<file path="src/rtl/mem_port_arbiter.sv">
// Arbitrates one main-memory port between the I-cache and D-cache refill/write-back paths.
// Define ARB_ROUND_ROBIN_EN for round-robin selection; the default build uses fixed D-over-I priority.
module mem_port_arbiter #(
  parameter int ADDR_W = 28,
  parameter int DATA_W = 128
) (
  input  logic              clk,
  input  logic              proc_reset_n,
  input  logic              i_mem_read,
  input  logic [ADDR_W-1:0] i_mem_addr,
  output logic              i_mem_ready,
  input  logic              d_mem_read,
  input  logic              d_mem_write,
  input  logic [ADDR_W-1:0] d_mem_addr,
  input  logic [DATA_W-1:0] d_mem_wdata,
  output logic              d_mem_ready,
  output logic [DATA_W-1:0] cache_rdata,
  output logic              mem_read,
  output logic              mem_write,
  output logic [ADDR_W-1:0] mem_addr,
  output logic [DATA_W-1:0] mem_wdata,
  input  logic [DATA_W-1:0] mem_rdata,
  input  logic              mem_ready,
  output logic [1:0]        arb_owner
);

  typedef enum logic [1:0] {IDLE, OWN_I, OWN_D, TURN} state_t;

  state_t state, state_nxt;
  logic   req_i, req_d;
  logic   prefer_d;

  assign req_i       = i_mem_read;
  assign req_d       = d_mem_read | d_mem_write;
  assign cache_rdata = mem_rdata;

`ifdef ARB_ROUND_ROBIN_EN
  // Last-owner pointer: 1 = D completed the most recent grant.
  logic last_d;

  always_ff @(posedge clk) begin
    if (!proc_reset_n)    last_d <= 1'b0;
    else if (i_mem_ready) last_d <= 1'b0;
    else if (d_mem_ready) last_d <= 1'b1;
  end

  assign prefer_d = ~last_d;
`else
  assign prefer_d = 1'b1;
`endif

  always_ff @(posedge clk) begin
    if (!proc_reset_n) state <= IDLE;
    else               state <= state_nxt;
  end

  always_comb begin
    state_nxt   = state;
    mem_read    = 1'b0;
    mem_write   = 1'b0;
    mem_addr    = '0;
    mem_wdata   = '0;
    i_mem_ready = 1'b0;
    d_mem_ready = 1'b0;
    arb_owner   = 2'b00;
    case (state)
      // Memory outputs stay quiet here so a cache's first-cycle address-0 request never leaks.
      IDLE: begin
        if (req_d && (prefer_d || !req_i)) state_nxt = OWN_D;
        else if (req_i)                    state_nxt = OWN_I;
      end
      OWN_I: begin
        arb_owner = 2'b01;
        if (!req_i) begin
          state_nxt = IDLE;
        end else begin
          mem_read = 1'b1;
          mem_addr = i_mem_addr;
          if (mem_ready) begin
            i_mem_ready = 1'b1;
            state_nxt   = TURN;
          end
        end
      end
      OWN_D: begin
        arb_owner = 2'b10;
        if (!req_d) begin
          state_nxt = IDLE;
        end else begin
          mem_read  = d_mem_read;
          mem_write = d_mem_write;
          mem_addr  = d_mem_addr;
          mem_wdata = d_mem_wdata;
          if (mem_ready) begin
            d_mem_ready = 1'b1;
            state_nxt   = TURN;
          end
        end
      end
      // Dead cycle lets the finishing cache leave its buffer state before re-arbitration.
      TURN:    state_nxt = IDLE;
      default: state_nxt = IDLE;
    endcase
  end

endmodule

</file>
<file path="config.mk">
export PLATFORM = sky130hd
export DESIGN_NAME = mem_port_arbiter
export DESIGN_NICKNAME = d
export VERILOG_FILES = /design/src/rtl/mem_port_arbiter.sv
export SDC_FILE = /design/constraint.sdc
export NUM_CORES = 1
export LEC_CHECK = 0
export ABC_CLOCK_PERIOD_IN_PS = 4100
export CAP_MARGIN = 20
export CORE_AREA = 2 2 238 240
export CTS_CLUSTER_SIZE = 30
export DETAILED_ROUTE_END_ITERATION = 8
export DIE_AREA = 0 0 240 242
export PLACE_DENSITY_LB_ADDON = 0.12
export SLEW_MARGIN = 30
export SYNTH_ARGS = -nofsm -noshare
export SYNTH_HDL_FRONTEND = slang
export SYNTH_SLANG_ARGS = --single-unit
</file>
<file path="constraint.sdc">
create_clock -name clk -period 4.1 [get_ports clk]
set_input_delay 1.025 -clock clk [delete_from_list [all_inputs] [get_ports clk]]
set_output_delay 1.025 -clock clk [all_outputs]
set_load 0.01 [all_outputs]
</file>
* Word-level counts from Yosys, hierarchy flattened
Index checks and enable logic that the tools add are counted.
** Cells by class
- Equality and inequality tests :: 4
- Mux-type cells :: 22
- Bitwise logic cells :: 1
- Reductions and logical operators :: 1
** Operator list (number)
- two-way mux 128 bit :: 2
- two-way mux 28 bit :: 2
- case mux 28 bit (2 select lines) :: 1
- two-way mux 2 bit :: 5
- two-way mux 1 bit :: 9
- case mux 2 bit (4 select lines) :: 1
- == test 2 bit (second input constant) :: 2
- case mux 2 bit (2 select lines) :: 1
- inequality test 3 bit (second input constant) :: 1
- == test 2 x 1 -> 1 bit (second input constant) :: 1
- zero test 2 bit :: 1
- case mux 1 bit (2 select lines) :: 1
- bitwise OR 1 bit :: 1
** Word-level totals
- Bits in registers :: 2

* Depth between registers and ports, before layout
Gate-level depths: netlist of the first run.
- Depth in word-level cells :: 3
- Gate-level depth with buffers :: 7
- Mapped depth without buffers :: 5

* Least setup slack after synthesis of the first run
OpenSTA, ideal clock, no wires.
- Path kind :: input to output
- Start :: in d_mem_read
- End :: out mem_addr[10]
- Arrival :: 1.754 ns
- Data required time :: 3.075 ns
- Setup slack :: 1.321 ns
- Stages on the path :: 5
- Buffers on the path :: 2
- Path through :: o21a_1 buf_4 buf_4 a22oi_1 nor2b_1
** On the way
- Longest elaborated chain between the ends :: 3
** RTL lines
- from (decl) :: line 12 : input logic d_mem_read,
- bitwise OR 1 bit :: line 34 : assign req_d = d_mem_read | d_mem_write;
- two-way mux 28 bit :: line 87 : if (!req_d) begin
- case mux 28 bit (2 select lines) :: line 66 : case (state)
- to (decl) :: line 20 : output logic [ADDR_W-1:0] mem_addr,
No other way between the ends.

* Worst setup path after layout of the first run
- Start :: in d_mem_write
- End :: out mem_wdata[11]
** On the way
- Longest elaborated chain between the ends :: 3
** RTL lines
- from (decl) :: line 13 : input logic d_mem_write,
- bitwise OR 1 bit :: line 34
- two-way mux 128 bit :: line 87
- two-way mux 128 bit :: line 66
- to (decl) :: line 21 : output logic [DATA_W-1:0] mem_wdata,
No other way between the ends.

==> results_dict.tcl, run 1 <==
set metrics [dict create \
    dp_hpwl_um 14300 \
    fin_setup_tns_ns 0 \
    ctsRootBufferMaster "clkbuf_16" \
    synthesis.nets 690 \
    cts_buffer_depth 2 \
    crit_path_max_fanout 67 \
    seq_power_share_pct 2.7 \
    overflow 0 \
    grt_max_degree 68 \
    die_w_um 240 \
    syn_inst 366 \
    yosysWarningCount 0 \
    swShare_pct 33.6 \
    fmax_mhz 254 \
    ir_worst_vdd_v 0.0000753 \
    crit_path_end_kind "output port" \
    wl_met1_um 5770 \
    port_buffers 351 \
    reg.largest.list "state: 2 flops" \
    synth_top_area_share_pct 39.4 \
    yosysUniqueCellTypes 22 \
    path_class "primary input to output port" \
    final_layout_size_suffix_gt1_share_pct 2.93 \
    initial_core_util_pct 4.55 \
    cap_viol_max_count 0 \
    ys_ff_latch 2 \
    reg2reg_slack_ns 2.23 \
    first_global_vias 3159 \
    p_int_w 0.000660 \
    cts_tree "built" \
    post_cts_buffers 0 \
    io_pins 608 \
    final_nets 907 \
    clkPwrFrac_pct 14.6 \
    max_slew_margin_pct 68.2 \
    drt_drc_violations_left 0 \
    powerDensity_nw_per_um2 162 \
    hold_buffers 0 \
    hold_viol 0 \
    highest_layer "met4" \
    cts_htree_levels 1 \
    mostFrequentLayoutCell "clkdlybuf4s50_1" \
    final_cell_mix "clkdlybuf4s50_1 (350), and2_1 (131), nor2b_1 (30)" \
    fp.coreArea_um2 55700 \
    seq_area_frac_synth_pct 1.58 \
    largest-register "state" \
    cts_resized 0 \
    met2_length_um 7080 \
    hp-class "flip-flop to flip-flop" \
    dpl.cell_count 1334 \
    drtIter0Drc 40 \
    wl_met3_um 3040 \
    post-synth-top-area-cell "buf_4" \
    synthesis.area_um2 2540 \
    min_period_over_period_pct 95.9 \
    vias 3158 \
    insertion_delay_ns 0.22 \
    rsz0062_at_grt "false" \
    antenna_cells 0 \
    clock_skew_ns 0.000150 \
    track_usage_pct 4.90 \
    slew_violations 0 \
    grt_pass1_wl_um 21100 \
    via_per_inst 2.36 \
    fin_crit_ns 3.93 \
    dieArea_um2 58100 \
    place.gp.congestion 0.644 \
    dr.pass1.iters 3 \
    fin_cells 1337 \
    worst_slew_pin_slew_ns 0.476 \
    outcome "complete, no violations" \
    ant_nets 0 \
    leakagePower_nw 1.97 \
    routed_wl_um 16300 \
    p_sw_w 0.000334 \
    die_y_um 242 \
    combPwrFrac_pct 82.7 \
    synthToLayoutAreaGrowth_pct 142 \
    required_ns 3.07 \
    cts.sinks 2 \
    largest_reg_flops 2 \
    avgSynthCellArea_um2 6.93 \
    ys_top_cells_by_area "buf_4 (39%), and2_1 (32%), a22oi_1 (8.3%), nor2b_1 (7.4%), ha_1 (3.0%)" \
    antenna_found_initial 0 \
    setup_viol 0 \
    wire_per_inst_um 12.2 \
    num_rows 87 \
    clk_pin_slew_worst_paths_ns 0.03 \
    cts_buffers 3 \
    n_fill_cell 6501 \
    cp-start-kind "primary input" \
    cp.arrival_ns 2.91 \
]
cell type report:
| type | count | area (um2) | area share [%] |
|---|---|---|---|
| multi-input cells | 210 | 1400 | 22.8 |
| repair buffers | 363 | 3660 | 59.7 |
| flip-flops and latches | 2 | 40.0 | 0.653 |
| well taps | 756 | 946 | 15.4 |
| inverters | 3 | 11.3 | 0.184 |
| clock buffers | 3 | 75.1 | 1.22 |
per-stage QoR:
| step | hold slack, ns | setup slack, ns | utilization (%) | area [um2] | power, W |
|---|---|---|---|---|---|
| floorplan | 0.557 | 1.32 | - | 2540 | 0.000452 |
| global placement | 0.629 | 0.153 | 10.9 | 6060 | 0.000891 |
| detailed placement | 0.624 | 0.146 | 10.9 | 6060 | 0.000870 |
| CTS | 0.623 | 0.137 | 11.0 | 6130 | 0.00102 |
| global route | 0.670 | 0.0458 | 11.0 | 6130 | 0.00107 |
| finish | 0.615 | 0.166 | 11.0 | 6130 | 0.000995 |
final timing paths:
path	startpoint	endpoint	depth (start not counted)
worst max-delay path	d_mem_write	mem_wdata[11]	6
worst min-delay path	state[0]	state[0]	2
worst max register to register	state[1]	state[1]	6
worst min register to register	state[0]	state[0]	2
power groups by stage:
stage / Clock (W) / Combinational [W] / Sequential [W]
6_report: 0.000145 / 0.000823 / 0.0000264
5_1_grt: 0.000152 / 0.000893 / 0.0000271
4_1_cts: 0.000149 / 0.000846 / 0.0000264
3_5_place_dp: 0 / 0.000843 / 0.0000265
3_3_place_gp: 0 / 0.000864 / 0.0000269
2_1_floorplan: 0 / 0.000427 / 0.0000252
Yosys cell counts:
cell type  instances
o221ai_1           1
o21a_1             2
buf_2              1
nor2_1             2
or3_1              2
and3_1             1
clkbuf_2          10
dfxtp_1            2
and2_1           131
nand2_1            1
nor2b_1           30
inv_1              3
or4b_1             1
a41o_1             1
ha_1               6
o21ai_0            2
a22oi_1           28
a32oi_1            1
a21oi_1            1
buf_6              2
clkbuf_1           5
buf_4            133
kinds of logic after synthesis:
| kind of cell | share of synthesized area [%] |
|---|---|
| and+or+nand+nor | 41.3 |
| AOI/OAI and AO/OA | 10.6 |
| adders and majority gates | 2.96 |
| buffers and inverters | 43.6 |
| DFF | 1.58 |
per-layer routing:
layer | vias to the layer above | track usage (%)
li1 | 1453 | -
met1 | 1307 | 4.75
met2 | 378 | 8.25
met3 | 20 | 3.48
met4 | 0 | 1.48
met5 | - | 0
worst max-delay path, stage by stage:
cell	delay, ns
clkdlybuf4s50_1	0.58
o21a_4	0.19
buf_12	0.22
buf_12	0.18
and2_1	0.12
clkdlybuf4s50_1	0.54
(Power assumes the default switching activity.)
==> run 2, diff against run 1 <==
--- a/config.mk
+++ b/config.mk
@@ -11,7 +11,7 @@
 export CTS_CLUSTER_SIZE = 30
 export DETAILED_ROUTE_END_ITERATION = 8
 export DIE_AREA = 0 0 240 242
-export PLACE_DENSITY_LB_ADDON = 0.12
+export PLACE_DENSITY = 0.36
 export SLEW_MARGIN = 30
 export SYNTH_ARGS = -nofsm -noshare
 export SYNTH_HDL_FRONTEND = slang
==> results_dict.tcl, run 2 (synthesized netlist as in run 1, its figures left out) <==
set metrics [dict create \
    mostFrequentLayoutCell "clkdlybuf4s50_1" \
    dr.pass1.iters 4 \
    seq_power_share_pct 2.7 \
    drt_drc_violations_left 0 \
    finalWorstSetupSlack_ns 0.116 \
    vias 3203 \
    cts.sinks 2 \
    num_rows 87 \
    final_layout_size_suffix_gt1_share_pct 2.92 \
    combPwrFrac_pct 82.3 \
    required_ns 3.07 \
    drtIter0Drc 66 \
    track_usage_pct 4.58 \
    first_global_vias 3233 \
    wire_per_inst_um 11.3 \
    cp-start-kind "primary input" \
    fin_crit_ns 3.98 \
    slowest_stage "clkdlybuf4s50_1" \
    reg.largest.list "state: 2 flops" \
    clk_pin_slew_worst_paths_ns 0.03 \
    synthToLayoutAreaGrowth_pct 142 \
    clock_skew_ns 0.00119 \
    routed_wl_um 15200 \
    leakagePower_nw 1.97 \
    dieArea_um2 58100 \
    hold_viol 0 \
    crit_path_max_fanout 67 \
    max_slew_margin_pct 77.1 \
    min_period_over_period_pct 97.2 \
    setup_viol 0 \
    crit_chain "clkdlybuf4s50_1, o21a_4, buf_12, buf_12, and2_1, clkdlybuf4s50_1" \
    p_sw_w 0.000332 \
    cts_resized 0 \
    worst_slew_pin_slew_ns 0.342 \
    cts_htree_levels 1 \
    final_cell_mix "clkdlybuf4s50_1 (351), and2_1 (131), nor2b_1 (30)" \
    antenna_found_initial 3 \
    grt_max_degree 68 \
    fin_setup_tns_ns 0 \
    final_nets 908 \
    cts_buffers 3 \
    rsz0062_at_grt "false" \
    ir_worst_vdd_v 0.0000554 \
    cap_viol_max_count 0 \
    cts_tree "built" \
    fmax_mhz 251 \
    clkPwrFrac_pct 15.1 \
    path_class "primary input to output port" \
    port_buffers 351 \
    place.gp.congestion 0.745 \
    die_w_um 240 \
    crit_path_end_kind "output port" \
    ctsRootBufferMaster "clkbuf_16" \
    cts_buffer_depth 2 \
    via_per_inst 2.39 \
    dp_slack_ns 0.125 \
    grt_pass1_wl_um 19900 \
    outcome "complete, no violations" \
    slowest_delay_ns 0.57 \
    largest-register "state" \
    n_fill_cell 6476 \
    initial_core_util_pct 4.55 \
    hp-class "flip-flop to flip-flop" \
    die_y_um 242 \
    post_cts_buffers 0 \
    overflow 0 \
    cp.arrival_ns 2.96 \
    largest_reg_flops 2 \
    p_int_w 0.000659 \
    swShare_pct 33.5 \
    hold_buffers 0 \
    reg2reg_slack_ns 2.22 \
    fp.coreArea_um2 55700 \
    ant_nets 0 \
    dp_hpwl_um 13100 \
    io_pins 608 \
    p_total_w 0.000991 \
    powerDensity_nw_per_um2 162 \
    slew_violations 0 \
    insertion_delay_ns 0.22 \
]
run 2: cell count changes in the layout (fill, tap and decap cells not counted), sizes merged:
cell	change
clkdlybuf4s50	+1
diode	+2
run 2: routing by layer:
layer / up-vias / wire (um) / global-route usage [%]
met5: - / 0 / 0
met3: 31 / 2520 / 2.84
met2: 361 / 6720 / 7.64
li1: 1454 / - / -
met1: 1357 / 5080 / 4.16
met4: 0 / 823 / 2.89
run 2: through the flow:
| stage | utilization, % | area [um2] | hold WS (ns) | cells |
|---|---|---|---|---|
| floorplan | - | 2540 | 0.557 | 366 |
| global placement | 10.9 | 6060 | 0.607 | 1335 |
| detailed placement | 10.9 | 6060 | 0.602 | 1335 |
| CTS | 11.0 | 6130 | 0.600 | 1338 |
| global route | 11.0 | 6140 | 0.685 | 1340 |
| finish | 11.0 | 6140 | 0.597 | 1340 |
run 2: critical path: cells and delay by family:
kind	cells	cell delay [ns]
simple gates	1	0.16
compound gates	1	0.18
buf+inv	4	1.51
run 2: cell type report:
type | count | area, um2 | share of cell area (%)
flip-flops and latches | 2 | 40.0 | 0.653
inverters | 3 | 11.3 | 0.184
clock buffers | 3 | 75.1 | 1.22
multi-input cells | 210 | 1400 | 22.8
diodes | 2 | 5.00 | 0.0816
repair buffers | 364 | 3660 | 59.7
well taps | 756 | 946 | 15.4
run 2: path summary, 6_finish.rpt:
kind,depth (start not counted),end,startpoint
max,6,mem_wdata[110],d_mem_read
max reg2reg,6,state[1],state[1]
min reg2reg,2,state[0],state[0]
min,2,state[0],state[0]
run 2: power groups by stage:
stage / clock [W] / sequential, W / combinational (W)
6_report: 0.000149 / 0.0000263 / 0.000815
4_1_cts: 0.000154 / 0.0000264 / 0.000830
3_5_place_dp: 0 / 0.0000265 / 0.000825
3_3_place_gp: 0 / 0.0000265 / 0.000840
2_1_floorplan: 0 / 0.0000252 / 0.000427
5_1_grt: 0.000155 / 0.0000270 / 0.000878
